==> src/rtl/number_hit_manager.sv <==
// number_hit_manager
// Detects player/digit collisions once per frame, emits one-cycle hit
// pulses, reloads hit digits with pseudo-random values (1..9) at the next
// frame start, and optionally accumulates a saturating score.
//
// Build option: define HIT_SCORE_EN to include the score accumulator.
// Without it the score output is tied to zero and no adder is built.
//
// Handshake note: there is no valid/ready flow here. startOfFrame is a
// one-cycle strobe, singleHit is a registered one-cycle pulse, and the
// score reflects a pulse on the clock edge that ends the pulse cycle.
module number_hit_manager #(
    parameter int NUMBERS   = 3,
    parameter int SCORE_MAX = 9999
) (
    input  logic                    clk,
    input  logic                    reset,
    input  logic                    startOfFrame,
    input  logic                    playerDR,
    input  logic [NUMBERS-1:0]      numbersDR,
    input  logic [NUMBERS-1:0]      showNum,
    output logic [NUMBERS-1:0]      singleHit,
    output logic [NUMBERS-1:0][3:0] numbersToShow,
    output logic [13:0]             score,
    output logic                    fsmState
);

    typedef enum logic {
        WAIT_SOF = 1'b0,
        ACTIVE   = 1'b1
    } state_t;

    state_t             state;
    state_t             nextState;
    logic [NUMBERS-1:0] hitLatched;
    logic [NUMBERS-1:0] reloadPending;
    logic [NUMBERS-1:0] rawHit;
    logic [NUMBERS-1:0] newHit;
    logic [7:0]         lfsr;

    // Debug view of the FSM: 0 = waiting for first frame, 1 = active.
    assign fsmState = state;

    // Slot value after reset: 1,2,...,9,1,2,... so it is always a legal digit.
    function automatic logic [3:0] initValue(input int slot);
        return 4'((slot % 9) + 1);
    endfunction

    // Slot i reads four LFSR bits starting at bit i, wrapping past bit 7,
    // then folds the nibble into 1..9.
    function automatic logic [3:0] reloadValue(input logic [7:0] lf, input int slot);
        logic [3:0] nib;
        logic [2:0] idx;
        for (int k = 0; k < 4; k++) begin
            idx    = 3'((slot + k) % 8);
            nib[k] = lf[idx];
        end
        return (nib % 4'd9) + 4'd1;
    endfunction

    // FSM state register.
    always_ff @(posedge clk) begin
        if (reset) state <= WAIT_SOF;
        else       state <= nextState;
    end

    // FSM next state: leave WAIT_SOF on the first frame strobe, then stay.
    always_comb begin
        nextState = state;
        if (state == WAIT_SOF && startOfFrame) nextState = ACTIVE;
    end

    // Collision detect; a frame strobe masks any collision in the same cycle.
    always_comb begin
        rawHit = '0;
        if (state == ACTIVE && !startOfFrame)
            rawHit = numbersDR & showNum & {NUMBERS{playerDR}};
        newHit = rawHit & ~hitLatched;
    end

    // Per-frame hit latch, pulse register and reload bookkeeping.
    always_ff @(posedge clk) begin
        if (reset) begin
            hitLatched    <= '0;
            singleHit     <= '0;
            reloadPending <= '0;
        end else if (startOfFrame) begin
            hitLatched    <= '0;
            singleHit     <= '0;
            reloadPending <= '0;
        end else begin
            hitLatched    <= hitLatched | rawHit;
            singleHit     <= newHit;
            reloadPending <= reloadPending | newHit;
        end
    end

    // 8-bit Fibonacci LFSR, x^8+x^6+x^5+x^4+1; seeded non-zero so it never locks.
    always_ff @(posedge clk) begin
        if (reset) lfsr <= 8'hA5;
        else       lfsr <= {lfsr[6:0], lfsr[7] ^ lfsr[5] ^ lfsr[4] ^ lfsr[3]};
    end

    // Digit values hold during a frame; hit digits change only at frame start.
    always_ff @(posedge clk) begin
        if (reset) begin
            for (int i = 0; i < NUMBERS; i++) numbersToShow[i] <= initValue(i);
        end else if (startOfFrame) begin
            for (int i = 0; i < NUMBERS; i++)
                if (reloadPending[i]) numbersToShow[i] <= reloadValue(lfsr, i);
        end
    end

`ifdef HIT_SCORE_EN
    logic [31:0] hitSum;
    logic [31:0] scoreNext;
    logic [13:0] scoreSat;

    // Sum the values of all digits pulsing this cycle and clamp at the ceiling.
    always_comb begin
        hitSum = '0;
        for (int i = 0; i < NUMBERS; i++)
            if (singleHit[i]) hitSum = hitSum + 32'(numbersToShow[i]);
        scoreNext = 32'(score) + hitSum;
        scoreSat  = (scoreNext > 32'(SCORE_MAX)) ? 14'(SCORE_MAX) : scoreNext[13:0];
    end

    // Score register.
    always_ff @(posedge clk) begin
        if (reset) score <= '0;
        else       score <= scoreSat;
    end
`else
    assign score = '0;
`endif

endmodule

==> config.mk <==
export PLATFORM = sky130hd
export DESIGN_NAME = number_hit_manager
export DESIGN_NICKNAME = d
export VERILOG_FILES = /design/src/rtl/number_hit_manager.sv
export SDC_FILE = /design/constraint.sdc
export NUM_CORES = 1
export LEC_CHECK = 0
export ABC_CLOCK_PERIOD_IN_PS = 3000
export CAP_MARGIN = 40
export CORE_UTILIZATION = 49
export DETAILED_ROUTE_END_ITERATION = 8
export PLACE_DENSITY = 0.79
export SKIP_CTS_REPAIR_TIMING = 1
export SYNTH_ARGS = -nofsm -noshare
export SYNTH_HDL_FRONTEND = slang
export SYNTH_SLANG_ARGS = --single-unit
==> constraint.sdc <==
create_clock -name clk -period 3 [get_ports clk]
set_input_delay 0.45 -clock clk [delete_from_list [all_inputs] [get_ports clk]]
set_output_delay 0.45 -clock clk [all_outputs]
set_load 0.01 [all_outputs]
==> flow_metrics.env, run 1 <==
export IMPL_status="finished clean"
export IMPL_io_buffers=25
export IMPL_hold_path_depth=1
export IMPL_fmax_mhz=400
export IMPL_cts_made_buffers=5
export IMPL_setup_viol=0
export IMPL_cts_tree="yes"
export IMPL_endpoint_kind="flip-flop"
export IMPL_drive_gt1_frac=0.0685
export IMPL_final_cells=263
export IMPL_yosysMostFrequentCell="dfxtp_1"
export IMPL_period_share=0.834
export IMPL_startpoint_type="flip-flop"
export IMPL_cpLargestDelayFamily="flip-flops"
export IMPL_die_h_um=60.4
export IMPL_dominantRegCellSynth="dfxtp_1"
export IMPL_placed_cells_incl_taps=255
export IMPL_irDropWorstVdd_uv=343
export IMPL_grt_max_degree=25
export IMPL_fin_skew_ps=7.11
export IMPL_powerDensity_nw_per_um2=436
export IMPL_holdCritPathClass="flip-flop to flip-flop"
export IMPL_wirelength_mm=2.98
export IMPL_path_depth=10
export IMPL_dieArea_um2=3650
export IMPL_synthCells=192
export IMPL_clkLatencyLatePin_ps=320
export IMPL_async_flop_share=0
export IMPL_yosysTopAreaCell="dfxtp_1"
export IMPL_dr_pass1_iters=4
export IMPL_tns_ps=0
export IMPL_placed_area_um2=1900
export IMPL_design_core_area_um2=3150
export IMPL_synth_area_leaders="dfxtp_1 (36%), ha_1 (9.7%), buf_4 (6.7%), nand2_1 (4.0%), nor2_1 (3.8%)"
export IMPL_path_cells="inv_1, ha_1, nand2b_1, o21a_1, mux2i_1, ha_1, inv_1, nand3_1, or3b_1, a21oi_1"
export IMPL_slew_headroom=0.660
export IMPL_postRouteAntennaNets=0
export IMPL_arrival_ps=2760
export IMPL_clkSinkCount=30
export IMPL_ys_seq_elements=30
export IMPL_grt_overflow_total=0
export IMPL_synth_area_um2=1670
export IMPL_netlist_top_cells_count="dfxtp_1 (30), nand2_1 (18), nor2_1 (17)"
export IMPL_avgRoutedWirePerCell_um=11.3
export IMPL_clkTransAtPathRegs_ps=90
export IMPL_htreeDepth=2
export IMPL_power_leakage_nw=0.823
export IMPL_reg2reg_depth=10
export IMPL_maxSlewViolCount=0
export IMPL_num_rows=20
export IMPL_fill_cells=277
export IMPL_ys_seq_area_frac=0.360
export IMPL_grtUsageTotal=0.181
export IMPL_final_area_um2=1960
export IMPL_worstPathRequired_ps=3260
export IMPL_grt_pass1_wl_mm=4.91
export IMPL_antenna_found_initial=0
export IMPL_crit_type="flip-flop to flip-flop"
export IMPL_synth_top_area_share=0.360
export IMPL_maxCapViolations=0
export IMPL_antenna_cells=0
export IMPL_holdWs_ps=418
export IMPL_rsz0062_at_grt="false"
export IMPL_final_hold_viol_count=0
export IMPL_viasPerCell=5.06
export IMPL_period_minus_slack_ps=2500
export IMPL_initial_core_util=0.530
export IMPL_drc=0
export IMPL_power_mw=0.853
export IMPL_vias=1330
export IMPL_worst_pin_slew_ps=508
export IMPL_critPathBufInv=2
export IMPL_finalCoreUtilization=0.621
export IMPL_cp_slowest_cell="dfxtp_1"
export IMPL_drt_iter0_drc=52
export IMPL_die_x_um=60.4
export IMPL_grt_pass1_vias=1156
export IMPL_nNetsFinal=241
export IMPL_place_ws_ps=524
export IMPL_cts_root_buf="clkbuf_4"
export IMPL_gp_congestion=0.900
export IMPL_worst_slack_ps=499
export IMPL_synth_edf_count=0
export IMPL_clk_path_buf_depth=2
export IMPL_hpwl_mm=2.14
export IMPL_critPathMaxFanout=11
export IMPL_pin_count=40
export IMPL_ys_warn_count=0
export IMPL_yosysUniqueCellTypes=43
export IMPL_syn_to_final_growth_pct=17.2
export IMPL_syn_area_per_cell_um2=8.70
export IMPL_cpPeakStageDelay_ps=550
## cells by family after synthesis
logic type / Yosys count / share of synthesized area
fa+ha+maj: 13 / 0.0974
xor+xnor: 9 / 0.0472
compound gates: 35 / 0.147
mux: 3 / 0.0180
flops: 30 / 0.360
buf+inv: 28 / 0.0981
other cells: 1 / 0.00225
simple gates: 73 / 0.231
## state kept, by name, summed over array words and instances (netlist names)
register,cells
lfsr,8
numbersToShow,12
singleHit,3
reloadPending,3
fsmState,1
hitLatched,3
## layout make-up
type	count	area, µm²	area share
clock buffer	7	55.1	0.0281
multi-input combinational	147	955	0.488
sequential	30	601	0.307
tap	44	55.1	0.0281
timing repair buffer	26	258	0.132
clock inverter	1	5.00	0.00256
inverter	8	30.0	0.0153
## layer usage
layer	track usage	part of all wire	vias up
li1	-	-	696
met1	0.233	0.50	596
met2	0.292	0.45	33
met3	0.0512	0.040	5
met4	0.0598	0.012	0
met5	0	0	-
## power breakdown
part	leakage, nW	internal, mW	switching [mW]
registers	0.245	0.411	0.0209
clock network	0.0353	0.113	0.131
logic	0.543	0.0803	0.0963
## layout by cell type, fill, tap and decap left out, drive strengths merged, types with 5 or more instances in the layout
| master | count |
|---|---|
| inv | 8 |
| nand3 | 6 |
| ha | 13 |
| a21oi | 9 |
| a21o | 5 |
| nor2 | 17 |
| xnor2 | 6 |
| dfxtp | 30 |
| clkbuf | 7 |
| nand2 | 18 |
| clkdlybuf4s50 | 25 |
| conb | 14 |
| a211o | 5 |
## worst register-to-register path, delay by kind of cell, from the launching register on
| kind | cells | cell delay [ps] |
|---|---|---|
| buffers and inverters | 2 | 290 |
| adders and majority gates | 2 | 510 |
| muxes | 1 | 290 |
| and+or+nand+nor | 3 | 500 |
| DFF | 1 | 550 |
| AOI/OAI and AO/OA | 2 | 300 |
## final timing paths
path         startpoint  slack, ps                 to
max             lfsr[2]        500  numbersToShow[10]
min             lfsr[6]        420            lfsr[7]
max reg2reg     lfsr[2]        500  numbersToShow[10]
min reg2reg     lfsr[6]        420            lfsr[7]
Power figures use the tool's default switching activity.
==> run 2, diff against run 1 <==
- ABC_CLOCK_PERIOD_IN_PS: 3000 -> 2250
- CORE_UTILIZATION: 49 -> 44
- PLACE_DENSITY: 0.79 -> 0.75
- clock period: 3 -> 2.25 ns (I/O delays scaled with it)
==> flow_metrics.env, run 2 (synthesized netlist as in run 1, its figures left out) <==
export IMPL_top_register="numbersToShow"
export IMPL_postRouteAntennaNets=0
export IMPL_reg_largest_list="numbersToShow (12), lfsr (8)"
export IMPL_grt_pass1_vias=1120
export IMPL_viasPerCell=4.91
export IMPL_power_mw=1.51
export IMPL_hpwl_mm=2.17
export IMPL_place_ws_ps=72.5
export IMPL_placed_area_um2=1940
export IMPL_fill_cells=338
export IMPL_fmax_mhz=461
export IMPL_worstPathRequired_ps=2460
export IMPL_drc=0
export IMPL_initial_core_util=0.456
export IMPL_fin_skew_ps=5.78
export IMPL_dr_pass1_iters=4
export IMPL_worst_slack_ps=79.2
export IMPL_grtUsageTotal=0.159
export IMPL_die_x_um=63.6
export IMPL_holdCritPathClass="flip-flop to flip-flop"
export IMPL_maxSlewViolCount=0
export IMPL_wirelength_mm=3.09
export IMPL_cts_root_buf="clkbuf_8"
export IMPL_startpoint_type="flip-flop"
export IMPL_vias=1336
export IMPL_clkTransAtPathRegs_ps=60
export IMPL_antenna_found_initial=0
export IMPL_irDropWorstVdd_uv=594
export IMPL_drive_gt1_frac=0.112
export IMPL_layout_commonest_cell="dfxtp_1"
export IMPL_num_rows=22
export IMPL_grt_pass1_wl_mm=4.96
export IMPL_setup_viol=0
export IMPL_drt_iter0_drc=48
export IMPL_grt_overflow_total=0
export IMPL_period_minus_slack_ps=2170
export IMPL_maxCapViolations=0
export IMPL_clkLatencyLatePin_ps=280
export IMPL_antenna_cells=0
export IMPL_nNetsFinal=246
export IMPL_syn_to_final_growth_pct=25.1
export IMPL_crit_type="flip-flop to flip-flop"
export IMPL_status="finished clean"
export IMPL_final_area_um2=2090
export IMPL_endpoint_kind="flip-flop"
export IMPL_final_hold_viol_count=0
export IMPL_largest_reg_flops=12
export IMPL_period_share=0.965
export IMPL_io_buffers=25
export IMPL_critPathMaxFanout=10
export IMPL_clkSinkCount=30
export IMPL_grt_max_degree=25
export IMPL_dieArea_um2=4050
export IMPL_clk_path_buf_depth=2
export IMPL_power_leakage_nw=0.878
export IMPL_pin_count=40
export IMPL_gp_congestion=0.870
export IMPL_die_h_um=63.6
export IMPL_cts_tree="yes"
export IMPL_avgRoutedWirePerCell_um=11.3
export IMPL_final_cell_mix="dfxtp_1 (30), clkdlybuf4s50_1 (25), nand2_1 (18)"
export IMPL_cts_made_buffers=5
export IMPL_arrival_ps=2380
export IMPL_htreeDepth=2
export IMPL_powerDensity_nw_per_um2=723
export IMPL_design_core_area_um2=3660
-- run 2: metrics by stage --
stage	setup TNS (ps)	cells	hold slack, ps	utilization
final	0	272	412	0.571
after global routing	-13.9	272	433	0.571
after CTS	0	272	415	0.569
after detailed placement	0	264	399	0.530
after global placement	0	264	390	0.530
after floorplan	0	205	389	-
-- run 2: layout make-up --
type	count	area, µm²	share of cell area
Multi-Input combinational cell	147	961	0.460
Sequential cell	30	601	0.287
Timing Repair Buffer	31	295	0.141
Clock buffer	6	82.6	0.0395
Clock inverter	2	60.1	0.0287
Tap cell	48	60.1	0.0287
Inverter	8	30.0	0.0144
-- run 2: per-layer routing --
layer	GRT usage	vias to the layer above	part of all wire
met1	0.211	601	0.51
li1	-	693	-
met2	0.230	35	0.43
met5	0	-	0
met4	0.0767	0	0.021
met3	0.0507	7	0.042
-- run 2: final timing paths --
check | start | end | slack (ps) | cells after the start
setup / recovery | lfsr[2] | numbersToShow[10] | 80 | 10
hold / removal | lfsr[6] | lfsr[7] | 410 | 1
setup reg to reg | lfsr[2] | numbersToShow[10] | 80 | 10
hold reg to reg | lfsr[6] | lfsr[7] | 410 | 1
-- run 2: power by group --
part | switching, mW | internal [mW] | total, mW
sequential | 0.0168 | 0.549 | 0.565
clock | 0.210 | 0.472 | 0.683
combinational | 0.144 | 0.118 | 0.262
-- run 2: critical path: stages, from the launching register on --
cell	delay [ps]
dfxtp_1	320
buf_4	170
ha_1	220
nand2b_1	170
o21a_1	220
mux2i_2	240
ha_1	180
inv_1	40
nand3_1	50
or3b_1	350
a21oi_1	140
==> run 3, diff against run 2 <==
- CAP_MARGIN: 40 -> 20
==> results of run 3 <==
Same layout as run 2: the final DEF is identical, and so are final timing and power.
